**src/rtl/trace_node_parser.sv**
```systemverilog
// Trace child-node stream parser: walks node headers, decodes the
// BasicInfo/Pc32/IntReg32/Io payloads into records and skips all others.
module trace_node_parser #(
    parameter logic [31:0] MAX_NODE_BYTES = 32'h0010_0000
) (
    input  logic        clk,
    input  logic        rst,
    input  logic        in_valid,
    output logic        in_ready,
    input  logic [31:0] in_data,
    output logic        rec_valid,
    input  logic        rec_ready,
    output logic [31:0] rec_type,
    output logic [31:0] rec_data0,
    output logic [31:0] rec_data1,
    output logic [31:0] rec_data2,
    output logic        node_done,
    output logic        err,
    output logic [1:0]  err_code
);

    localparam logic [31:0] T_BASIC = 32'd1;
    localparam logic [31:0] T_PC    = 32'd2;
    localparam logic [31:0] T_INT   = 32'd4;
    localparam logic [31:0] T_IO    = 32'd12;

    typedef enum logic [2:0] {H0, H1, H2, H3, PAY, SKIP, ERR} state_t;

    state_t      state;
    logic [31:0] size_q;
    logic [31:0] type_q;
    logic [19:0] cnt;
    logic [4:0]  pos;
    logic        acc;

    // Zero means "not a recognised type".
    function automatic logic [31:0] req_size(input logic [31:0] t);
        case (t)
            T_BASIC: req_size = 32'd32;
            T_PC:    req_size = 32'd24;
            T_INT:   req_size = 32'd144;
            T_IO:    req_size = 32'd24;
            default: req_size = 32'd0;
        endcase
    endfunction

    assign in_ready = (state != ERR) && (!rec_valid || rec_ready);
    assign acc      = in_valid && in_ready;

    always_ff @(posedge clk or posedge rst) begin
        if (rst) begin
            state     <= H0;
            size_q    <= '0;
            type_q    <= '0;
            cnt       <= '0;
            pos       <= '0;
            rec_valid <= 1'b0;
            rec_type  <= '0;
            rec_data0 <= '0;
            rec_data1 <= '0;
            rec_data2 <= '0;
            node_done <= 1'b0;
            err       <= 1'b0;
            err_code  <= '0;
        end else begin
            node_done <= 1'b0;
            if (rec_valid && rec_ready)
                rec_valid <= 1'b0;
            if (acc) begin
                case (state)
                    H0: begin
                        size_q <= in_data;
                        state  <= H1;
                    end
                    H1: begin
                        if (in_data != 32'd0) begin
                            err      <= 1'b1;
                            err_code <= 2'd1;
                            state    <= ERR;
                        end else begin
                            state <= H2;
                        end
                    end
                    H2: begin
                        type_q <= in_data;
                        if (size_q < 32'd16 || size_q[1:0] != 2'b00 ||
                            size_q > MAX_NODE_BYTES) begin
                            err      <= 1'b1;
                            err_code <= 2'd2;
                            state    <= ERR;
                        end else if (req_size(in_data) != 32'd0 &&
                                     req_size(in_data) != size_q) begin
                            err      <= 1'b1;
                            err_code <= 2'd3;
                            state    <= ERR;
                        end else begin
                            state <= H3;
                        end
                    end
                    H3: begin
                        cnt <= size_q[21:2] - 20'd4;
                        pos <= '0;
                        if (size_q[21:2] == 20'd4) begin
                            node_done <= 1'b1;
                            state     <= H0;
                        end else if (req_size(type_q) != 32'd0) begin
                            state <= PAY;
                        end else begin
                            state <= SKIP;
                        end
                    end
                    PAY, SKIP: begin
                        cnt <= cnt - 20'd1;
                        pos <= pos + 5'd1;
                        if (cnt == 20'd1) begin
                            node_done <= 1'b1;
                            state     <= H0;
                        end
                        // Record register is free here: in_ready implies it.
                        if (state == PAY) begin
                            case (type_q)
                                T_BASIC: begin
                                    if (pos == 5'd0) rec_data0 <= in_data;
                                    if (pos == 5'd1) rec_data1 <= in_data;
                                    if (pos == 5'd2) rec_data2 <= in_data;
                                    if (pos == 5'd3) begin
                                        rec_type  <= T_BASIC;
                                        rec_valid <= 1'b1;
                                    end
                                end
                                T_PC: begin
                                    if (pos == 5'd0) rec_data0 <= in_data;
                                    if (pos == 5'd1) begin
                                        rec_data1 <= in_data;
                                        rec_data2 <= '0;
                                        rec_type  <= T_PC;
                                        rec_valid <= 1'b1;
                                    end
                                end
                                T_IO: begin
                                    if (pos == 5'd0) begin
                                        rec_data0 <= in_data;
                                        rec_data1 <= '0;
                                        rec_data2 <= '0;
                                        rec_type  <= T_IO;
                                        rec_valid <= 1'b1;
                                    end
                                end
                                default: begin
                                    rec_data0 <= {27'd0, pos};
                                    rec_data1 <= in_data;
                                    rec_data2 <= '0;
                                    rec_type  <= T_INT;
                                    rec_valid <= 1'b1;
                                end
                            endcase
                        end
                    end
                    default: state <= ERR;
                endcase
            end
        end
    end

endmodule

```
**config.mk**
```make
export PLATFORM = sky130hd
export DESIGN_NAME = trace_node_parser
export DESIGN_NICKNAME = d
export VERILOG_FILES = /design/src/rtl/trace_node_parser.sv
export SDC_FILE = /design/constraint.sdc
export NUM_CORES = 1
export LEC_CHECK = 0
export ABC_AREA = 0
export BUFFER_PORTS_ARGS = -buffer_cell sky130_fd_sc_hd__buf_2
export CAP_MARGIN = 5
export CORE_MARGIN = 2
export CORE_UTILIZATION = 30
export DETAILED_ROUTE_END_ITERATION = 10
export HOLD_SLACK_MARGIN = 0.1
export PLACE_DENSITY = 0.57
export SLEW_MARGIN = 20
export SYNTH_ARGS = -nofsm -noshare
export SYNTH_HDL_FRONTEND = slang
export SYNTH_SLANG_ARGS = --single-unit
```
**constraint.sdc**
```tcl
create_clock -name clk -period 5.8 [get_ports clk]
set_input_delay 0.87 -clock clk [delete_from_list [all_inputs] [get_ports clk]]
set_output_delay 0.87 -clock clk [all_outputs]
set_load 0.005 [all_outputs]
```
==> flow_metrics.py, run 1 <==
metrics = {
    "grt": {
        "track_usage_pct": 15.8,
        "grt_overflow_total": 0,
        "antenna_found_initial": 0,
        "grt_pass1_wl_um": 40800,
        "grt_start_max_net_pins": 150,
        "grt_pass1_vias": 6811,
    },
    "power_and_ir_drop": {
        "vdd_drop_max_mv": 0.176,
        "switching_share_pct": 36.6,
        "totalPowerFinal_w": 0.00516,
        "p_seq_share_pct": 43.3,
        "p_int_w": 0.00327,
        "power_leakage_nw": 5.45,
        "p_sw_w": 0.00189,
        "pwr-share-clk_pct": 25.0,
        "powerDensity_mw_per_mm2": 458,
        "power_frac_comb_pct": 31.7,
    },
    "timing": {
        "setup_viol": 0,
        "drv_slew": 0,
        "hold_slack_ns": 0.480,
        "period_needed_ns": 2.84,
        "fmax_mhz": 352,
        "fin_crit_sh_pct": 49.0,
        "fin_tns_setup_ns": 0,
        "slew_headroom_pct": 36.3,
        "setup_ws_ns": 2.96,
        "rsz0062_at_grt": "no",
        "fin_skew_ns": 0.0129,
        "worstMarginPinSlew_ns": 0.953,
        "hold_viol_final": 0,
    },
    "clock_network": {
        "root_buffer": "clkbuf_16",
        "cts.repair.resized": 0,
        "cts_sinks": 197,
        "hold_buffers": 0,
        "cts_made_buffers": 17,
        "clockBufferDepth": 2,
        "cts_setup_buffers": 0,
        "clk_pin_slew_ns": 0.07,
        "cts_tree": "done",
        "clk_latency_ns": 0.44,
        "htreeDepth": 4,
    },
    "die": {
        "die_y_um": 183,
        "dieArea_mm2": 0.0336,
        "io_pins": 170,
        "die_width_um": 183,
        "core_area_mm2": 0.0316,
        "start_util_pct": 30.5,
        "rows": 65,
    },
    "final_layout": {
        "final_common_cell": "dfrtp_1",
        "multi_input_area_mm2": 0.00414,
        "drive_above_1_share_pct": 24.6,
        "layout.nets": 1107,
        "register_area_mm2": 0.00493,
        "final_area_mm2": 0.0113,
        "n_antenna_cell": 0,
        "fillers": 3164,
        "layout_common_cells": "197 x dfrtp_1, 167 x nand2_1, 141 x buf_2, 66 x inv_1, 60 x mux2i_1",
        "area_growth_pct": 16.8,
    },
    "route": {
        "vias": 7105,
        "antenna_left": 0,
        "drc_errors": 0,
        "wl_per_cell_um": 17.5,
        "post_drt_via_cell_ratio": 4.81,
        "drt_wl_total_um": 25900,
        "dr.pass1.iters": 4,
        "dr.first_iter.drc_count": 433,
    },
    "synth": {
        "synth_compound_gate_area_share_pct": 9.44,
        "yosys-mux-area-fraction_pct": 14.4,
        "synthesis.area_mm2": 0.00965,
        "yosysSeqAreaShare_pct": 51.1,
        "synth_seq_cells": 197,
        "ys.flop_type": "dfrtp_1",
        "synthTopCellsByArea": "dfrtp_1 51%, mux2_2 6.9%, nand2_1 6.5%",
        "syn_avg_cell_area_um2": 10.3,
        "synth_warnings": 0,
        "yosys.area_share.simple_pct": 14.9,
        "syn_inst": 938,
        "synth-edff-count": 0,
        "async_flop_share_pct": 100,
        "synth_xor_area_share_pct": 1.82,
        "synth_fa_ha_area_share_pct": 1.04,
        "synth_top_family_by_area": "simple AND/OR/NAND/NOR gates",
        "synth_top_area_share_pct": 51.1,
        "ys_types": 70,
        "yosys.area.top_type": "dfrtp_1",
    },
    "place": {
        "gp_congestion": 0.791,
        "dp_hpwl_um": 18000,
        "dpl_cell_area_mm2": 0.0106,
        "place_ws_ns": 2.81,
        "portBuffers": 141,
    },
    "critical_path": {
        "crit_path_start_kind": "flop",
        "critPathMaxFanout": 32,
        "arrival_ns": 3.20,
        "cp-end-kind": "flop",
        "rr_worst_depth": 8,
        "critPathRequiredTime_ns": 6.15,
        "worstSetupPathType": "reg -> reg",
    },
    "flow_run": {
        "maxCapViolCount": 0,
    },
    "min_path": {
        "min_path_cells": 2,
        "hp-class": "reg -> reg",
    },
    "outcome": {
        "outcome": "finished clean",
    },
}
==> flip-flops by register name, indices dropped and copies added (netlist names) <==
| name | flops |
|---|---|
| err | 1 |
| rec_data1 | 32 |
| cnt | 20 |
| type_q | 32 |
| rec_data2 | 32 |
| rec_type | 4 |
| node_done | 1 |
| err_code | 2 |
| state | 3 |
| rec_data0 | 32 |
| rec_valid | 1 |
| size_q | 32 |
| pos | 5 |
==> cells by family (layout without fill, tap and decap cells) <==
family,Yosys count,in the layout
xor gates and xnor gates,20,20
muxes,130,130
AOI/OAI and AO/OA,143,143
DFF,197,197
other,1,28
adders and majority gates,8,8
and+or+nand+nor,298,298
buffers and inverters,141,252
==> synthesized netlist by cell type, types with 3 or more instances <==
library cell  count
a21oi_1          28
xor2_1           13
nor3_1           13
o22ai_1           3
nand3_1           9
ha_1              8
mux2i_1          60
buf_4            35
a22oi_1           4
nand4_1           6
mux2_1           11
inv_1            67
dfrtp_1         197
o32ai_1           3
nand2_1         167
o31ai_1           5
xnor2_1           7
nor4b_1           3
clkbuf_1         27
buf_6             4
a22o_1            8
and3_1            4
nand2b_1          6
o22a_1            5
a31oi_1           3
nor4_1           22
o211ai_1          3
mux2_2           59
o21ai_0          58
or4_1             4
and2_1            4
nor2_1           33
nor2b_1           3
buf_2             8
==> final timing paths <==
check | startpoint | end | slack (ns)
max | type_q[19]$_DFFE_PP0P_ | rec_data2[21]$_DFFE_PP0P_ | 2.96
min | rec_data1[31]$_DFFE_PP0P_ | rec_data1[31]$_DFFE_PP0P_ | 0.48
max reg2reg | type_q[19]$_DFFE_PP0P_ | rec_data2[21]$_DFFE_PP0P_ | 2.96
min reg2reg | rec_data1[31]$_DFFE_PP0P_ | rec_data1[31]$_DFFE_PP0P_ | 0.48
max in group asynchronous | rst | rec_data2[23]$_DFFE_PP0P_ | 3.94
min in group asynchronous | rst | rec_data0[2]$_DFFE_PP0P_ | 0.63
==> area by class of cell <==
class / count / share of cell area, %
clock buffer: 17 / 3.77
clock inverter: 15 / 1.84
inverter: 67 / 2.26
multi-input combinational: 627 / 36.8
sequential: 197 / 43.7
tap: 402 / 4.46
timing repair buffer: 153 / 7.17
==> per-layer routing <==
metal	share of wire [%]	wire (um)	track usage, %
met5	0	0	0
met4	1.2	319	3.94
met3	3.7	952	2.60
met2	49	12600	26.3
met1	46	12000	21.6
==> power groups by stage <==
stage	logic, W	registers (W)	clock network [W]
after floorplan	0.00122	0.00215	0
final	0.00163	0.00224	0.00129
after CTS	0.00166	0.00223	0.00132
after detailed placement	0.00166	0.00225	0
after global placement	0.00162	0.00225	0
after global routing	0.00184	0.00231	0.00138
==> critical path, stage by stage, from the launching register on <==
cell and delay [ns]:
dfrtp_1 0.39, nor4_1 0.39, and3_1 0.30, and2_1 0.23, nand2_1 0.13, or2_2 0.38
o21ai_4 0.15, buf_4 0.48, mux2i_1 0.27
==> through the flow <==
step	utilization (%)	std cells
detailed placement	33.6	1446
floorplan	-	965
finish	35.6	1478
global placement	33.6	1446
CTS	35.6	1478
global route	35.6	1478
Power figures use the tool's default switching activity.
==> run 2: changes to the inputs <==
PLACE_DENSITY = 0.55   (was 0.57)
clock period = 2.7 ns   (was 5.8 ns; I/O delays follow)
==> run 2 against run 1 <==
Non-clock buffer count up 38. Maximum frequency up 13%. Via count up 2.2%. Cell count up 2.6%. Clock skew up 0.0030 ns. Die area unchanged. Global-route usage up 0.89 points.
==> flow_metrics.py, run 2 (same netlist as run 1, synthesis figures left out) <==
metrics = {
    "final_layout": {
        "fillers": 3159,
        "n_antenna_cell": 0,
        "area_growth_pct": 21.0,
        "register_area_mm2": 0.00493,
        "final_common_cell": "dfrtp_1",
        "multi_input_area_mm2": 0.00416,
        "layout_common_cells": "197 x dfrtp_1, 167 x nand2_1, 141 x buf_2, 66 x inv_1, 60 x mux2i_1",
        "layout.nets": 1145,
        "drive_above_1_share_pct": 27.3,
        "final_area_mm2": 0.0117,
    },
    "timing": {
        "fin_crit_sh_pct": 93.4,
        "setup_viol": 0,
        "fmax_mhz": 397,
        "slew_headroom_pct": 35.7,
        "rsz0062_at_grt": "no",
        "period_needed_ns": 2.52,
        "hold_viol_final": 0,
        "drv_slew": 0,
        "hold_slack_ns": 0.249,
        "worstMarginPinSlew_ns": 0.960,
        "fin_skew_ns": 0.0159,
    },
    "grt": {
        "grt_overflow_total": 0,
        "grt_pass1_vias": 7270,
        "track_usage_pct": 16.7,
        "antenna_found_initial": 0,
        "grt_pass1_wl_um": 43000,
        "grt_start_max_net_pins": 75,
    },
    "flow_run": {
        "maxCapViolCount": 0,
    },
    "critical_path": {
        "crit_buf_inv": 1,
        "cp_cell_sequence": "nor4_1 -> and4_1 -> and2_1 -> nand2_1 -> or2_2 -> o21ai_4 -> clkbuf_16 -> mux2i_1",
        "crit_path_max_incr_delay_ns": 0.38,
        "slowest_stage": "dfrtp_1",
        "path_delay_family": "simple AND/OR/NAND/NOR gates",
        "arrival_ns": 2.89,
        "worstSetupPathType": "reg -> reg",
        "cp-end-kind": "flop",
        "crit_path_start_kind": "flop",
        "critPathMaxFanout": 16,
        "critPathRequiredTime_ns": 3.07,
    },
    "clock_network": {
        "clk_pin_slew_ns": 0.09,
        "cts_sinks": 197,
        "cts_made_buffers": 17,
        "clockBufferDepth": 2,
        "root_buffer": "clkbuf_16",
        "clk_latency_ns": 0.45,
        "htreeDepth": 4,
        "cts_tree": "done",
    },
    "die": {
        "die_width_um": 183,
        "rows": 65,
        "io_pins": 170,
        "start_util_pct": 30.5,
        "dieArea_mm2": 0.0336,
        "core_area_mm2": 0.0316,
        "die_y_um": 183,
    },
    "route": {
        "drt_wl_total_um": 27500,
        "post_drt_via_cell_ratio": 4.79,
        "dr.first_iter.drc_count": 316,
        "wl_per_cell_um": 18.1,
        "vias": 7259,
        "dr.pass1.iters": 5,
        "drc_errors": 0,
        "antenna_left": 0,
    },
    "place": {
        "dp_hpwl_um": 19600,
        "gp_congestion": 0.809,
        "dpl_cell_area_mm2": 0.0110,
        "portBuffers": 141,
    },
    "min_path": {
        "hp-class": "in -> reg",
    },
    "power_and_ir_drop": {
        "powerDensity_mw_per_mm2": 967,
        "vdd_drop_max_mv": 0.425,
        "power_leakage_nw": 5.68,
    },
    "outcome": {
        "outcome": "finished clean",
    },
}
[run 2: path summary, 6_finish.rpt]
kind / slack [ns] / startpoint / cells after the start / end
min in group asynchronous: 0.59 / rst / 3 / rec_data2[2]$_DFFE_PP0P_
hold reg to reg: 0.48 / rec_data1[15]$_DFFE_PP0P_ / 2 / rec_data1[15]$_DFFE_PP0P_
max in group asynchronous: 1.34 / rst / 4 / size_q[5]$_DFFE_PP0P_
setup reg to reg: 0.18 / type_q[14]$_DFFE_PP0P_ / 8 / rec_data2[7]$_DFFE_PP0P_
hold / removal: 0.25 / in_data[23] / 3 / rec_data2[23]$_DFFE_PP0P_
setup / recovery: 0.18 / type_q[14]$_DFFE_PP0P_ / 8 / rec_data2[7]$_DFFE_PP0P_
[run 2: tightest hold or removal path: cells and delay by family]
family,cells,cell delay (ns)
multiplexers,1,0.05
buffers and inverters,1,0.15
AND/OR/NAND/NOR,1,0.06
[run 2: stage by stage]
stage | worst slack (ns) | utilization (%) | power (W) | instances | TNS (ns)
global route | 0.0237 | 36.9 | 0.0121 | 1516 | 0
floorplan | -0.251 | - | 0.00724 | 965 | -49.52
global placement | 0.0300 | 34.8 | 0.00852 | 1482 | 0
detailed placement | 0.0367 | 34.8 | 0.00860 | 1482 | 0
CTS | 0.0545 | 36.8 | 0.0113 | 1515 | 0
finish | 0.179 | 36.9 | 0.0113 | 1516 | 0
[run 2: timing repair]
item / 4_1_cts / 5_1_grt
setup endpoints to repair: 0 / 62
gates resized for setup: 0 / 2
hold buffers: 1 / 0
endpoints found under the hold margin: 18 / 0
buffers inserted: 0 / 0
[run 2: metal layers]
layer	vias to the layer above	wire length [um]	GRT usage, %
met4	0	397	4.32
met5	-	0	0
met1	3577	12600	22.7
met2	171	13500	27.8
li1	3494	-	-
met3	17	987	2.80
[run 2: area by class of cell]
cell class,count,share of cell area [%]
clock inverters,15,1.79
multi-input cells,627,35.6
repair buffers,191,10.3
flip-flops and latches,197,42.2
inverters,67,2.19
clock buffers,17,3.64
well taps,402,4.31
[run 2: power breakdown]
| part | internal [W] | switching [W] | total, W |
|---|---|---|---|
| Clock | 0.00130 | 0.00140 | 0.00270 |
| Sequential | 0.00391 | 0.000857 | 0.00477 |
| Combinational | 0.00178 | 0.00205 | 0.00383 |
==> run 3: changes to the inputs <==
ABC_AREA = 1   (was 0)
==> run 3 against run 2 <==
Via count grew 11%. Cell count increased by 15%. Combinational power rose by 6.8%. Power rose by 1.6%. Register-to-register slack improved by 0.17 ns. Critical path type unchanged.
==> flow_metrics.py, run 3 <==
metrics = {
    "outcome": {
        "outcome": "finished clean",
    },
    "clock_network": {
        "cts.repair.resized": 0,
        "clk_latency_ns": 0.44,
        "clk_pin_slew_ns": 0.07,
        "cts_tree": "done",
        "htreeDepth": 4,
        "cts_made_buffers": 17,
        "clockBufferDepth": 2,
        "root_buffer": "clkbuf_16",
        "cts_sinks": 197,
    },
    "final_layout": {
        "layout.nets": 1366,
        "final_core_util_pct": 35.8,
        "n_antenna_cell": 0,
        "drive_above_1_share_pct": 15.4,
        "fillers": 3326,
        "final_common_cell": "nand2_1",
        "area_growth_pct": 17.9,
        "register_area_mm2": 0.00493,
        "multi_input_area_mm2": 0.00379,
        "layout_common_cells": "303 x nand2_1, 197 x dfrtp_1, 141 x buf_2, 128 x inv_1, 126 x o21ai_0",
        "final_cells": 1737,
        "final_area_mm2": 0.0112,
    },
    "power_and_ir_drop": {
        "power_leakage_nw": 5.50,
        "vdd_drop_max_mv": 0.386,
        "p_int_w": 0.00701,
        "power_frac_comb_pct": 35.6,
        "p_sw_w": 0.00446,
        "switching_share_pct": 38.9,
        "pwr-share-clk_pct": 22.3,
        "powerDensity_mw_per_mm2": 1020,
        "p_seq_share_pct": 42.1,
    },
    "synth": {
        "synth_seq_cells": 197,
        "syn_inst": 1188,
        "syn_avg_cell_area_um2": 8.03,
        "synth_top_area_share_pct": 51.7,
        "synthTopCellsByArea": "dfrtp_1 52%, nand2_1 12%, o21ai_0 6.6%",
        "yosys.area.top_type": "dfrtp_1",
        "ys_types": 37,
        "netlist_top_cells_count": "303 x nand2_1, 197 x dfrtp_1, 129 x inv_1",
        "yosysSeqAreaShare_pct": 51.7,
        "async_flop_share_pct": 100,
        "synthesis.area_mm2": 0.00954,
        "synth-edff-count": 0,
        "synth_warnings": 0,
        "ys.flop_type": "dfrtp_1",
        "synth.most_common_cell": "nand2_1",
    },
    "timing": {
        "fin_tns_setup_ns": 0,
        "worstMarginPinSlew_ns": 0.752,
        "slew_headroom_pct": 49.5,
        "hold_viol_final": 0,
        "setup_viol": 0,
        "drv_slew": 0,
        "fin_skew_ns": 0.00983,
        "fmax_mhz": 426,
        "fin_crit_sh_pct": 86.9,
        "period_needed_ns": 2.35,
        "rsz0062_at_grt": "no",
    },
    "route": {
        "drc_errors": 0,
        "dr.pass1.iters": 6,
        "vias": 8061,
        "antenna_left": 0,
        "dr.first_iter.drc_count": 585,
        "wl_per_cell_um": 15.1,
        "drt_wl_total_um": 26300,
        "post_drt_via_cell_ratio": 4.64,
    },
    "grt": {
        "grt_start_max_net_pins": 65,
        "antenna_found_initial": 0,
        "track_usage_pct": 16.3,
        "grt_pass1_wl_um": 42800,
        "grt_overflow_total": 0,
        "grt_pass1_vias": 7617,
    },
    "critical_path": {
        "cp-end-kind": "flop",
        "slowest_stage": "dfrtp_1",
        "cp_cell_sequence": "nor2_1 -> nand2_1 -> nor2_1 -> nand2_1 -> nor2_4 -> nand4_1 -> inv_2 -> nand2_1 -> nand3_1 -> nor2_1 -> a21oi_4 -> buf_12 -> nand2_1 -> o21ai_1",
        "worstSetupPathType": "reg -> reg",
        "critPathMaxFanout": 64,
        "crit_path_start_kind": "flop",
        "cpMostUsedCell": "nand2_1",
        "arrival_ns": 2.71,
        "critPathRequiredTime_ns": 3.06,
        "crit_path_max_incr_delay_ns": 0.38,
    },
    "die": {
        "start_util_pct": 30.4,
        "io_pins": 170,
        "die_y_um": 182,
        "rows": 65,
        "dieArea_mm2": 0.0332,
        "die_width_um": 182,
        "core_area_mm2": 0.0314,
    },
    "place": {
        "gp_congestion": 0.822,
        "dp_hpwl_um": 19000,
        "portBuffers": 141,
        "dp_cells": 1704,
        "dpl_cell_area_mm2": 0.0107,
    },
    "min_path": {
        "hp-class": "in -> reg",
    },
    "flow_run": {
        "maxCapViolCount": 0,
    },
}
## run 3: stage by stage
step           hold WS [ns]  setup slack [ns]  power [W]
2_1_floorplan         0.453            -0.251    0.00745
3_3_place_gp          0.344             0.310    0.00890
3_5_place_dp          0.345             0.289    0.00896
4_1_cts               0.216             0.347     0.0116
5_1_grt               0.224            0.0479     0.0125
6_report              0.234             0.353     0.0115
## run 3: area by class of cell
class                   instances  share of cell area [%]
well taps                     402                    4.47
inverters                     134                    4.50
flip-flops and latches        197                    43.8
clock buffers                  22                    4.13
repair buffers                164                    8.27
clock inverters                10                    1.09
multi-input cells             808                    33.7
## run 3: power groups by stage
stage | combinational, W | sequential, W | clock, W
floorplan | 0.00271 | 0.00474 | 0
global placement | 0.00405 | 0.00485 | 0
detailed placement | 0.00411 | 0.00485 | 0
CTS | 0.00413 | 0.00482 | 0.00262
global route | 0.00474 | 0.00498 | 0.00275
finish | 0.00409 | 0.00483 | 0.00256
## run 3: cells by family after synthesis
kind of cell | synth area share, %
simple gates | 22.6
compound gates | 14.2
buf+inv | 9.68
flops | 51.7
xor+xnor | 0.735
fa+ha+maj | 1.05
other cells | 0.0393
## run 3: routing by layer
layer  up-vias  wire, um  part of all wire [%]  global-route usage [%]
met2       204     11600                    44                    24.7
met5         -         0                     0                       0
met4         0       602                   2.3                    5.45
met1      3765     12700                    48                    23.3
met3        33      1370                   5.2                    3.31
li1       4059         -                     -                       -
## run 3: worst paths after layout
| path | from | end | slack (ns) | cells after the start |
|---|---|---|---|---|
| worst max register to register | type_q[19]$_DFFE_PP0P_ | rec_data2[20]$_DFFE_PP0P_ | 0.35 | 14 |
| max in group asynchronous | rst | rec_data0[0]$_DFFE_PP0P_ | 1.40 | 4 |
| worst max-delay path | type_q[19]$_DFFE_PP0P_ | rec_data2[20]$_DFFE_PP0P_ | 0.35 | 14 |
| worst min register to register | err$_DFFE_PP0P_ | err$_DFFE_PP0P_ | 0.46 | 2 |
| worst min-delay path | in_data[7] | rec_data2[7]$_DFFE_PP0P_ | 0.23 | 3 |
| min in group asynchronous | rst | type_q[20]$_DFFE_PP0P_ | 0.45 | 3 |
## run 3: timing repair
item	4_1_cts	5_1_grt
endpoints found under the hold margin	2	0
hold buffers	1	0
buffers inserted	0	0
## run 3: critical path: cells and delay by family (launching register included)
family                 cells  cell delay [ns]
AOI/OAI and AO/OA          2             0.24
buffers and inverters      2             0.34
DFF                        1             0.38
and+or+nand+nor           10             1.23
